`config.mk`:
```
export PLATFORM = sky130hd
export DESIGN_NAME = mtsp_gprs_access_sequencer_flat
export DESIGN_NICKNAME = d
export VERILOG_FILES = /design/src/rtl/mtsp_gprs_seq_pkg.sv /design/src/rtl/mtsp_gprs_access_sequencer_if.sv /design/src/rtl/mtsp_gprs_seq_tag_pipe.sv /design/src/rtl/mtsp_gprs_access_sequencer.sv /design/src/flat_wrapper.sv
export SDC_FILE = /design/constraint.sdc
export NUM_CORES = 2
export LEC_CHECK = 0
export ABC_AREA = 0
export BUFFER_PORTS_ARGS = -buffer_cell sky130_fd_sc_hd__buf_2
export CORE_AREA = 2 2 494 496
export CTS_CLUSTER_DIAMETER = 40
export DETAILED_ROUTE_END_ITERATION = 7
export DIE_AREA = 0 0 496 498
export PLACE_DENSITY = 0.31
export SYNTH_ARGS = -nofsm -noshare
export SYNTH_HDL_FRONTEND = slang
export SYNTH_SLANG_ARGS = --single-unit
```
`constraint.sdc`:
```
create_clock -name CLK -period 3.6 [get_ports CLK]
set_clock_uncertainty 0.05 [all_clocks]
set_input_delay 0 -clock CLK [delete_from_list [all_inputs] [get_ports CLK]]
set_output_delay 0 -clock CLK [all_outputs]
set_load 0.03 [all_outputs]
```
`src/rtl/mtsp_gprs_seq_pkg.sv`:
```
// rtl/mtsp_gprs_seq_pkg.sv - shared types, widths and helpers for the GPR access sequencer
package mtsp_gprs_seq_pkg;

    localparam int SIZE_GPRS = 7;
    localparam int ADDR_W    = SIZE_GPRS + 1;
    localparam int MASK_W    = 4;
    localparam int DATA_W    = 128;

    // A set mask bit blocks the write of that dword.
    localparam logic [MASK_W-1:0] MASK4D_ALLMASKED = 4'hF;
    localparam logic [5:0]        NEN_IDLE         = 6'b111111;

    typedef enum logic [2:0] {
        SLOT_SRC0A = 3'd0,
        SLOT_SRC0B = 3'd1,
        SLOT_SRC1A = 3'd2,
        SLOT_SRC1B = 3'd3,
        SLOT_WB0   = 3'd4,
        SLOT_WB1   = 3'd5
    } slot_e;

    typedef enum logic [1:0] {
        ST_IDLE  = 2'd0,
        ST_ISSUE = 2'd1,
        ST_DRAIN = 2'd2,
        ST_HOLD  = 2'd3
    } state_e;

    typedef struct packed {
        logic  valid;
        slot_e slot;
    } tag_t;

    function automatic logic [5:0] slot_to_nen(input slot_e slot);
        return ~(6'b000001 << slot);
    endfunction

endpackage

```
`src/rtl/mtsp_gprs_access_sequencer_if.sv`:
```
// rtl/mtsp_gprs_access_sequencer_if.sv - request, primitive and operand signals of the sequencer
interface mtsp_gprs_access_sequencer_if;
    import mtsp_gprs_seq_pkg::*;

    logic                REQ_VALID;
    logic                REQ_READY;
    logic [3:0]          REQ_SRC_EN;
    logic [1:0]          REQ_WB_EN;
    logic [ADDR_W-1:0]   REQ_SRC0A_ADDR;
    logic [ADDR_W-1:0]   REQ_SRC0B_ADDR;
    logic [ADDR_W-1:0]   REQ_SRC1A_ADDR;
    logic [ADDR_W-1:0]   REQ_SRC1B_ADDR;
    logic [ADDR_W-1:0]   REQ_WB0_ADDR;
    logic [ADDR_W-1:0]   REQ_WB1_ADDR;
    logic [MASK_W-1:0]   REQ_WB0_WMASK;
    logic [MASK_W-1:0]   REQ_WB1_WMASK;
    logic [DATA_W-1:0]   REQ_WB0_DATA;
    logic [DATA_W-1:0]   REQ_WB1_DATA;

    logic [5:0]          nEN;
    logic [ADDR_W-1:0]   SRC0A_ADDR;
    logic [ADDR_W-1:0]   SRC0B_ADDR;
    logic [ADDR_W-1:0]   SRC1A_ADDR;
    logic [ADDR_W-1:0]   SRC1B_ADDR;
    logic [ADDR_W-1:0]   WB0_ADDR;
    logic [ADDR_W-1:0]   WB1_ADDR;
    logic [MASK_W-1:0]   WB0_WMASK;
    logic [MASK_W-1:0]   WB1_WMASK;
    logic [DATA_W-1:0]   WB0_DATA;
    logic [DATA_W-1:0]   WB1_DATA;
    logic [DATA_W-1:0]   RDATA;

    logic                OPR_VALID;
    logic                OPR_READY;
    logic [DATA_W-1:0]   OPR0A;
    logic [DATA_W-1:0]   OPR0B;
    logic [DATA_W-1:0]   OPR1A;
    logic [DATA_W-1:0]   OPR1B;

    modport master (
        input  REQ_VALID, REQ_SRC_EN, REQ_WB_EN,
               REQ_SRC0A_ADDR, REQ_SRC0B_ADDR, REQ_SRC1A_ADDR, REQ_SRC1B_ADDR,
               REQ_WB0_ADDR, REQ_WB1_ADDR, REQ_WB0_WMASK, REQ_WB1_WMASK,
               REQ_WB0_DATA, REQ_WB1_DATA, RDATA, OPR_READY,
        output REQ_READY, nEN,
               SRC0A_ADDR, SRC0B_ADDR, SRC1A_ADDR, SRC1B_ADDR, WB0_ADDR, WB1_ADDR,
               WB0_WMASK, WB1_WMASK, WB0_DATA, WB1_DATA,
               OPR_VALID, OPR0A, OPR0B, OPR1A, OPR1B
    );

    modport slave (
        output REQ_VALID, REQ_SRC_EN, REQ_WB_EN,
               REQ_SRC0A_ADDR, REQ_SRC0B_ADDR, REQ_SRC1A_ADDR, REQ_SRC1B_ADDR,
               REQ_WB0_ADDR, REQ_WB1_ADDR, REQ_WB0_WMASK, REQ_WB1_WMASK,
               REQ_WB0_DATA, REQ_WB1_DATA, RDATA, OPR_READY,
        input  REQ_READY, nEN,
               SRC0A_ADDR, SRC0B_ADDR, SRC1A_ADDR, SRC1B_ADDR, WB0_ADDR, WB1_ADDR,
               WB0_WMASK, WB1_WMASK, WB0_DATA, WB1_DATA,
               OPR_VALID, OPR0A, OPR0B, OPR1A, OPR1B
    );

endinterface

```
`src/rtl/mtsp_gprs_seq_tag_pipe.sv`:
```
// rtl/mtsp_gprs_seq_tag_pipe.sv - delay line of read tags that steers RDATA into operand registers
module mtsp_gprs_seq_tag_pipe
    import mtsp_gprs_seq_pkg::*;
#(
    parameter int DEPTH = 2
) (
    input  logic CLK,
    input  logic nRST,
    input  tag_t tag_i,
    output tag_t head_o,
    output logic busy_o
);

    tag_t stage_q [DEPTH];

    always_ff @(posedge CLK or negedge nRST) begin
        if (!nRST) begin
            for (int i = 0; i < DEPTH; i++) begin
                stage_q[i] <= '0;
            end
        end else begin
            stage_q[0] <= tag_i;
            for (int i = 1; i < DEPTH; i++) begin
                stage_q[i] <= stage_q[i-1];
            end
        end
    end

    assign head_o = stage_q[DEPTH-1];

    // The head tag is consumed at this edge, so only tags that survive it keep the pipe busy.
    always_comb begin
        busy_o = tag_i.valid;
        for (int i = 0; i < DEPTH - 1; i++) begin
            busy_o = busy_o | stage_q[i].valid;
        end
    end

endmodule

```
`src/rtl/mtsp_gprs_access_sequencer.sv`:
```
// rtl/mtsp_gprs_access_sequencer.sv - serialises one operand/write-back request onto the GPR primitive port
module mtsp_gprs_access_sequencer
    import mtsp_gprs_seq_pkg::*;
#(
    parameter int CORE_ID      = 0,
    parameter int PRIMITIVE_ID = 0,
    parameter int RD_LAT       = 2
) (
    input  logic                         CLK,
    input  logic                         nRST,
    mtsp_gprs_access_sequencer_if.master bus
);

    if (RD_LAT < 1 || RD_LAT > 4 || CORE_ID < 0 || PRIMITIVE_ID < 0) begin : g_param_check
        $error("mtsp_gprs_access_sequencer: illegal parameter value");
    end

    state_e            state_q;
    logic [5:0]        pend_q;
    logic [5:0]        pend_d;
    logic [5:0]        nen_q;
    logic              req_ready_q;
    logic              opr_valid_q;
    logic              iss_rd_q;
    slot_e             iss_slot_q;

    logic [ADDR_W-1:0] src0a_addr_q, src0b_addr_q, src1a_addr_q, src1b_addr_q;
    logic [ADDR_W-1:0] wb0_addr_q, wb1_addr_q;
    logic [MASK_W-1:0] wb0_wmask_q, wb1_wmask_q;
    logic [DATA_W-1:0] wb0_data_q, wb1_data_q;
    logic [DATA_W-1:0] opr0a_q, opr0b_q, opr1a_q, opr1b_q;

    logic              pick_found;
    slot_e             pick_slot;
    tag_t              head;
    logic              pipe_busy;

    // Lowest pending slot wins, which keeps reads ahead of writes.
    always_comb begin
        pick_found = 1'b0;
        pick_slot  = SLOT_SRC0A;
        for (int i = 5; i >= 0; i--) begin
            if (pend_q[i]) begin
                pick_found = 1'b1;
                pick_slot  = slot_e'(3'(i));
            end
        end
        pend_d = pick_found ? (pend_q & slot_to_nen(pick_slot)) : pend_q;
    end

    mtsp_gprs_seq_tag_pipe #(
        .DEPTH (RD_LAT)
    ) u_tag_pipe (
        .CLK    (CLK),
        .nRST   (nRST),
        .tag_i  ('{valid: iss_rd_q, slot: iss_slot_q}),
        .head_o (head),
        .busy_o (pipe_busy)
    );

    always_ff @(posedge CLK or negedge nRST) begin
        if (!nRST) begin
            state_q      <= ST_IDLE;
            pend_q       <= '0;
            nen_q        <= NEN_IDLE;
            req_ready_q  <= 1'b1;
            opr_valid_q  <= 1'b0;
            iss_rd_q     <= 1'b0;
            iss_slot_q   <= SLOT_SRC0A;
            src0a_addr_q <= '0;
            src0b_addr_q <= '0;
            src1a_addr_q <= '0;
            src1b_addr_q <= '0;
            wb0_addr_q   <= '0;
            wb1_addr_q   <= '0;
            wb0_wmask_q  <= MASK4D_ALLMASKED;
            wb1_wmask_q  <= MASK4D_ALLMASKED;
            wb0_data_q   <= '0;
            wb1_data_q   <= '0;
            opr0a_q      <= '0;
            opr0b_q      <= '0;
            opr1a_q      <= '0;
            opr1b_q      <= '0;
        end else begin
            nen_q    <= NEN_IDLE;
            iss_rd_q <= 1'b0;

            if (head.valid) begin
                case (head.slot)
                    SLOT_SRC0A: opr0a_q <= bus.RDATA;
                    SLOT_SRC0B: opr0b_q <= bus.RDATA;
                    SLOT_SRC1A: opr1a_q <= bus.RDATA;
                    SLOT_SRC1B: opr1b_q <= bus.RDATA;
                    default:    ;
                endcase
            end

            case (state_q)
                ST_IDLE: begin
                    if (bus.REQ_VALID) begin
                        src0a_addr_q <= bus.REQ_SRC0A_ADDR;
                        src0b_addr_q <= bus.REQ_SRC0B_ADDR;
                        src1a_addr_q <= bus.REQ_SRC1A_ADDR;
                        src1b_addr_q <= bus.REQ_SRC1B_ADDR;
                        wb0_addr_q   <= bus.REQ_WB0_ADDR;
                        wb1_addr_q   <= bus.REQ_WB1_ADDR;
                        wb0_wmask_q  <= bus.REQ_WB0_WMASK;
                        wb1_wmask_q  <= bus.REQ_WB1_WMASK;
                        wb0_data_q   <= bus.REQ_WB0_DATA;
                        wb1_data_q   <= bus.REQ_WB1_DATA;
                        pend_q       <= {bus.REQ_WB_EN, bus.REQ_SRC_EN};
                        opr0a_q      <= '0;
                        opr0b_q      <= '0;
                        opr1a_q      <= '0;
                        opr1b_q      <= '0;
                        req_ready_q  <= 1'b0;
                        state_q      <= ST_ISSUE;
                    end
                end
                ST_ISSUE: begin
                    if (pick_found) begin
                        nen_q      <= slot_to_nen(pick_slot);
                        iss_rd_q   <= ~pick_slot[2];
                        iss_slot_q <= pick_slot;
                        pend_q     <= pend_d;
                        if (pend_d == 6'b0) begin
                            state_q <= ST_DRAIN;
                        end
                    end else begin
                        state_q <= ST_DRAIN;
                    end
                end
                ST_DRAIN: begin
                    if (!pipe_busy) begin
                        opr_valid_q <= 1'b1;
                        state_q     <= ST_HOLD;
                    end
                end
                ST_HOLD: begin
                    if (bus.OPR_READY) begin
                        opr_valid_q <= 1'b0;
                        req_ready_q <= 1'b1;
                        state_q     <= ST_IDLE;
                    end
                end
                default: state_q <= ST_IDLE;
            endcase
        end
    end

    assign bus.REQ_READY  = req_ready_q;
    assign bus.nEN        = nen_q;
    assign bus.SRC0A_ADDR = src0a_addr_q;
    assign bus.SRC0B_ADDR = src0b_addr_q;
    assign bus.SRC1A_ADDR = src1a_addr_q;
    assign bus.SRC1B_ADDR = src1b_addr_q;
    assign bus.WB0_ADDR   = wb0_addr_q;
    assign bus.WB1_ADDR   = wb1_addr_q;
    assign bus.WB0_WMASK  = wb0_wmask_q;
    assign bus.WB1_WMASK  = wb1_wmask_q;
    assign bus.WB0_DATA   = wb0_data_q;
    assign bus.WB1_DATA   = wb1_data_q;
    assign bus.OPR_VALID  = opr_valid_q;
    assign bus.OPR0A      = opr0a_q;
    assign bus.OPR0B      = opr0b_q;
    assign bus.OPR1A      = opr1a_q;
    assign bus.OPR1B      = opr1b_q;

endmodule

```
`src/flat_wrapper.sv`:
```
// flat-port wrapper written by rule: the top's interface ports become plain ports
module mtsp_gprs_access_sequencer_flat import mtsp_gprs_seq_pkg::*;
#(
    parameter int CORE_ID      = 0,
    parameter int PRIMITIVE_ID = 0,
    parameter int RD_LAT       = 2
)
  (CLK, nRST, bus_REQ_VALID, bus_REQ_SRC_EN, bus_REQ_WB_EN, bus_REQ_SRC0A_ADDR, bus_REQ_SRC0B_ADDR, bus_REQ_SRC1A_ADDR, bus_REQ_SRC1B_ADDR, bus_REQ_WB0_ADDR, bus_REQ_WB1_ADDR, bus_REQ_WB0_WMASK, bus_REQ_WB1_WMASK, bus_REQ_WB0_DATA, bus_REQ_WB1_DATA, bus_RDATA, bus_OPR_READY, bus_REQ_READY, bus_nEN, bus_SRC0A_ADDR, bus_SRC0B_ADDR, bus_SRC1A_ADDR, bus_SRC1B_ADDR, bus_WB0_ADDR, bus_WB1_ADDR, bus_WB0_WMASK, bus_WB1_WMASK, bus_WB0_DATA, bus_WB1_DATA, bus_OPR_VALID, bus_OPR0A, bus_OPR0B, bus_OPR1A, bus_OPR1B);
  mtsp_gprs_access_sequencer_if bus_i ();
  input  logic CLK;
  input  logic nRST;
  input wire logic [$bits(bus_i.REQ_VALID)-1:0] bus_REQ_VALID;
  input wire logic [$bits(bus_i.REQ_SRC_EN)-1:0] bus_REQ_SRC_EN;
  input wire logic [$bits(bus_i.REQ_WB_EN)-1:0] bus_REQ_WB_EN;
  input wire logic [$bits(bus_i.REQ_SRC0A_ADDR)-1:0] bus_REQ_SRC0A_ADDR;
  input wire logic [$bits(bus_i.REQ_SRC0B_ADDR)-1:0] bus_REQ_SRC0B_ADDR;
  input wire logic [$bits(bus_i.REQ_SRC1A_ADDR)-1:0] bus_REQ_SRC1A_ADDR;
  input wire logic [$bits(bus_i.REQ_SRC1B_ADDR)-1:0] bus_REQ_SRC1B_ADDR;
  input wire logic [$bits(bus_i.REQ_WB0_ADDR)-1:0] bus_REQ_WB0_ADDR;
  input wire logic [$bits(bus_i.REQ_WB1_ADDR)-1:0] bus_REQ_WB1_ADDR;
  input wire logic [$bits(bus_i.REQ_WB0_WMASK)-1:0] bus_REQ_WB0_WMASK;
  input wire logic [$bits(bus_i.REQ_WB1_WMASK)-1:0] bus_REQ_WB1_WMASK;
  input wire logic [$bits(bus_i.REQ_WB0_DATA)-1:0] bus_REQ_WB0_DATA;
  input wire logic [$bits(bus_i.REQ_WB1_DATA)-1:0] bus_REQ_WB1_DATA;
  input wire logic [$bits(bus_i.RDATA)-1:0] bus_RDATA;
  input wire logic [$bits(bus_i.OPR_READY)-1:0] bus_OPR_READY;
  output wire logic [$bits(bus_i.REQ_READY)-1:0] bus_REQ_READY;
  output wire logic [$bits(bus_i.nEN)-1:0] bus_nEN;
  output wire logic [$bits(bus_i.SRC0A_ADDR)-1:0] bus_SRC0A_ADDR;
  output wire logic [$bits(bus_i.SRC0B_ADDR)-1:0] bus_SRC0B_ADDR;
  output wire logic [$bits(bus_i.SRC1A_ADDR)-1:0] bus_SRC1A_ADDR;
  output wire logic [$bits(bus_i.SRC1B_ADDR)-1:0] bus_SRC1B_ADDR;
  output wire logic [$bits(bus_i.WB0_ADDR)-1:0] bus_WB0_ADDR;
  output wire logic [$bits(bus_i.WB1_ADDR)-1:0] bus_WB1_ADDR;
  output wire logic [$bits(bus_i.WB0_WMASK)-1:0] bus_WB0_WMASK;
  output wire logic [$bits(bus_i.WB1_WMASK)-1:0] bus_WB1_WMASK;
  output wire logic [$bits(bus_i.WB0_DATA)-1:0] bus_WB0_DATA;
  output wire logic [$bits(bus_i.WB1_DATA)-1:0] bus_WB1_DATA;
  output wire logic [$bits(bus_i.OPR_VALID)-1:0] bus_OPR_VALID;
  output wire logic [$bits(bus_i.OPR0A)-1:0] bus_OPR0A;
  output wire logic [$bits(bus_i.OPR0B)-1:0] bus_OPR0B;
  output wire logic [$bits(bus_i.OPR1A)-1:0] bus_OPR1A;
  output wire logic [$bits(bus_i.OPR1B)-1:0] bus_OPR1B;
  assign bus_i.REQ_VALID = bus_REQ_VALID;
  assign bus_i.REQ_SRC_EN = bus_REQ_SRC_EN;
  assign bus_i.REQ_WB_EN = bus_REQ_WB_EN;
  assign bus_i.REQ_SRC0A_ADDR = bus_REQ_SRC0A_ADDR;
  assign bus_i.REQ_SRC0B_ADDR = bus_REQ_SRC0B_ADDR;
  assign bus_i.REQ_SRC1A_ADDR = bus_REQ_SRC1A_ADDR;
  assign bus_i.REQ_SRC1B_ADDR = bus_REQ_SRC1B_ADDR;
  assign bus_i.REQ_WB0_ADDR = bus_REQ_WB0_ADDR;
  assign bus_i.REQ_WB1_ADDR = bus_REQ_WB1_ADDR;
  assign bus_i.REQ_WB0_WMASK = bus_REQ_WB0_WMASK;
  assign bus_i.REQ_WB1_WMASK = bus_REQ_WB1_WMASK;
  assign bus_i.REQ_WB0_DATA = bus_REQ_WB0_DATA;
  assign bus_i.REQ_WB1_DATA = bus_REQ_WB1_DATA;
  assign bus_i.RDATA = bus_RDATA;
  assign bus_i.OPR_READY = bus_OPR_READY;
  assign bus_REQ_READY = bus_i.REQ_READY;
  assign bus_nEN = bus_i.nEN;
  assign bus_SRC0A_ADDR = bus_i.SRC0A_ADDR;
  assign bus_SRC0B_ADDR = bus_i.SRC0B_ADDR;
  assign bus_SRC1A_ADDR = bus_i.SRC1A_ADDR;
  assign bus_SRC1B_ADDR = bus_i.SRC1B_ADDR;
  assign bus_WB0_ADDR = bus_i.WB0_ADDR;
  assign bus_WB1_ADDR = bus_i.WB1_ADDR;
  assign bus_WB0_WMASK = bus_i.WB0_WMASK;
  assign bus_WB1_WMASK = bus_i.WB1_WMASK;
  assign bus_WB0_DATA = bus_i.WB0_DATA;
  assign bus_WB1_DATA = bus_i.WB1_DATA;
  assign bus_OPR_VALID = bus_i.OPR_VALID;
  assign bus_OPR0A = bus_i.OPR0A;
  assign bus_OPR0B = bus_i.OPR0B;
  assign bus_OPR1A = bus_i.OPR1A;
  assign bus_OPR1B = bus_i.OPR1B;
  mtsp_gprs_access_sequencer #(.CORE_ID(CORE_ID), .PRIMITIVE_ID(PRIMITIVE_ID), .RD_LAT(RD_LAT)) u_core (.CLK(CLK), .nRST(nRST), .bus(bus_i));
endmodule
```
==> qor.yml <==
status:
  status: "finished, final reports clean"
critical_path:
  rr_startpoint: "u_core.state_q[1]"
  worst-path-buf-inv: 2
  cp-start-kind: "flop"
  critPathTopFamily: "compound AO/OA/AOI/OAI gates"
  cp_max_fo: 18
  rr_endpoint: "u_core.pend_q[3]"
  cp_cell_sequence: "inv_1, ha_1, o21ai_0, a21oi_1, o221ai_1, dlygate4sd3_1"
  cp_data_arrival_time_ns: 3.57
  cp_slowest_cell: "dlygate4sd3_1"
  crit_type: "reg2reg"
  r2r_slack_ns: 0.70
  reg2regPathDepth: 6
  crit_path_end_kind: "flop"
  required_ns: 4.27
  cp_slowest_stage_delay_ns: 0.58
sta:
  period_share: 0.805
  hold_viol: 0
  fmax_mhz: 345
  setup_viol: 0
  setup_tns_ns: 0
  worstMarginPinSlew_ns: 1.02
  relSlewSlack: 0.318
  slew_violations: 0
  min_period_ns: 2.90
  rsz0062_at_grt: "no"
power:
  power_switching_share: 0.431
  p_per_area_nw_per_um2: 1010
  clockPowerShare: 0.323
  p_comb_frac: 0.407
  ir_worst_vdd_v: 0.000548
  power_switching_mw: 26.1
  leakagePower_nw: 27.8
  intPower_mw: 34.5
  p_seq_frac: 0.269
clocking:
  cts_made_buffers: 202
  clockRootBuffer: "clkbuf_16"
  post_cts_buffers: 0
  path_clk_slew_ns: 0.05
  tritoncts: "built"
  cts_resized: 0
  clk-insertion-delay-late_ns: 0.84
  clk_path_buf_depth: 3
  htreeDepth: 4
  cts.sinks: 852
cells_and_area:
  nNetsFinal: 5720
  ff_latch_area_sq_um: 21300
  multi_input_area_sq_um: 10500
  drive_gt1_frac: 0.377
  syn_to_final_growth_pct: 83.4
  n_fill_cell: 26332
  finalNonFillerCells: 8675
worst_hold_path:
  hold_path.class: "in2reg"
  hp-start: "bus_RDATA[69]"
  min_to: "u_core.bus.OPR0B[69]"
  hold_depth: 4
global_routing:
  first_global_vias: 33073
  grt_pass1_wl_microns: 261000
  track_usage: 0.147
  grt-ovfl-total: 0
  grt_max_degree: 122
  antenna_found_initial: 69
floorplan:
  io_pins: 1282
  coreArea_sq_um: 242000
  dieWidth_microns: 496
  die_h_microns: 498
  die-area_sq_um: 247000
  row_count: 181
  initial_utilization: 0.135
yosys:
  synth_fp_nets: 3450
  synth_top_cell_area_share: 0.641
  synth-edff-count: 0
  ys.flop_type: "dfrtp_1"
  seq_area_frac_synth: 0.653
  synth_area_leader_cell: "dfrtp_1"
  netlist_area_sq_um: 32700
  synth.avg_cell_area_sq_um: 10.9
  yosysMostFrequentCell: "nand2_1"
  synth_common_cells: "1,033 x nand2_1, 837 x dfrtp_1, 518 x a21oi_1"
  yosysWarnings: 0
  syn_inst: 2996
  yosys-top-cells-area: "dfrtp_1 64%, nand2_1 12%, mux2_2 11%, a21oi_1 7.9%, clkbuf_1 1.5%"
  synth_cell_types: 39
  ys_ff_latch: 852
  ys_async_sr_fraction: 1.00
route:
  totalWireLength_microns: 187000
  vias_per_cell: 3.66
  drt_iter0_markers: 1619
  wire_per_inst_microns: 21.6
  drcViolationCount: 0
  ant_nets: 0
  drt_pass1_iterations: 5
  vias: 31738
placement:
  hpwl_microns: 136000
  port_buffers: 1281
  dp.cells: 7345
  place_congestion: 0.788
run:
  max_cap_viol_count: 0
[how the worst max path moves through the flow]
stage / cells past startpoint / endpoint / slack [ns] / startpoint
2_1_floorplan: 8 / u_core.bus.SRC1A_ADDR[1] / 1.63 / u_core.state_q[0]
6_report: 6 / u_core.pend_q[3] / 0.70 / u_core.state_q[1]
4_1_cts: 6 / u_core.pend_q[3] / 0.70 / u_core.state_q[1]
3_3_place_gp: 6 / u_core.bus.SRC1B_ADDR[7] / 1.07 / u_core.state_q[0]
3_5_place_dp: 5 / u_core.bus.WB0_DATA[35] / 1.06 / u_core.state_q[0]
5_1_grt: 6 / u_core.pend_q[3] / 0.47 / u_core.state_q[1]
[per-stage QoR]
stage	worst slack, ns	hold slack, ns	util	power (mW)	instance area, sq um
6_report	0.700	0.0705	0.248	60.6	60000
5_1_grt	0.472	0.0329	0.248	63.6	59900
4_1_cts	0.698	0.00133	0.248	61.8	59900
3_5_place_dp	1.06	0.0369	0.179	40.7	43300
3_3_place_gp	1.07	0.0496	0.179	40.5	43300
2_1_floorplan	1.63	-0.346	-	30.5	32700
[worst reg2reg max path: stages (launching register included)]
cell	delay [ns]
dfrtp_1	0.40
inv_1	0.09
ha_1	0.56
o21ai_0	0.44
a21oi_1	0.47
o221ai_1	0.19
dlygate4sd3_1	0.58
[layout by cell type (no fill, tap or decap), types with 2 or more instances in the layout]
master,instances
a22o_1,3
buf_2,1280
clkinv_4,13
inv_1,9
dfrtp_1,837
nand2_1,1033
dfstp_2,15
clkinvlp_4,21
clkinv_2,42
nand2b_1,3
o21ai_0,12
nor2b_1,5
nand3b_1,4
mux2i_1,2
inv_6,3
ha_1,4
clkbuf_16,202
bufinv_16,30
mux2_2,313
nand3_1,3
nor3b_2,2
buf_4,40
a21oi_1,518
clkbuf_1,21
clkinv_16,14
buf_12,34
clkbuf_8,29
diode_2,35
nor2_1,3
dlygate4sd3_1,918
[registers in the layout (all words and copies together), names as in the netlist, 8 cells and up]
signal / cells
u_core.bus.SRC0B_ADDR: 8
u_core.bus.SRC1A_ADDR: 8
u_core.bus.SRC1B_ADDR: 8
u_core.bus.WB1_DATA: 128
u_core.bus.OPR0B: 128
u_core.bus.WB1_ADDR: 8
u_core.bus.WB0_ADDR: 8
u_core.bus.OPR1B: 128
u_core.bus.SRC0A_ADDR: 8
u_core.bus.WB0_DATA: 128
u_core.bus.OPR0A: 128
u_core.bus.OPR1A: 128
[cell type report]
type / count / area share
Antenna cell: 35 / 0.00146
Clock buffer: 252 / 0.0923
Clock inverter: 124 / 0.0308
Inverter: 10 / 0.000626
Multi-Input combinational cell: 1926 / 0.175
Sequential cell: 852 / 0.356
Tap cell: 3202 / 0.0668
Timing Repair Buffer: 2274 / 0.277
[per-layer routing]
metal	vias to the layer above	routed length [microns]	global-route usage
met5	-	307	0
met1	15680	73700	0.169
met2	1131	93500	0.255
met3	285	14100	0.0482
met4	48	5610	0.0475
li1	14594	-	-
[repair_timing]
action	4_1_cts	5_1_grt
setup endpoints to repair	0	0
hold buffers	919	0
endpoints found under the hold margin	1534	0
[cell families (layout without fill, tap and decap cells)]
kind of cell,after synthesis,after routing,share of synthesized area
buffers and inverters,218,2660,0.0278
AND/OR/NAND/NOR,1064,1064,0.125
adder cells (fa/ha/maj),5,5,0.00184
AO/OA/AOI/OAI,541,541,0.0841
flip-flops,852,852,0.653
multiplexers,316,316,0.109
other,0,35,0
[power groups by stage]
stage | Sequential [mW] | Combinational [mW] | Clock [mW]
after floorplan | 24.7 | 5.74 | 0
after CTS | 16.4 | 25.3 | 20.1
after detailed placement | 16.5 | 24.2 | 0
final | 16.3 | 24.7 | 19.6
after global placement | 16.3 | 24.2 | 0
after global routing | 16.9 | 26.1 | 20.6
(Power assumes the default switching activity.)
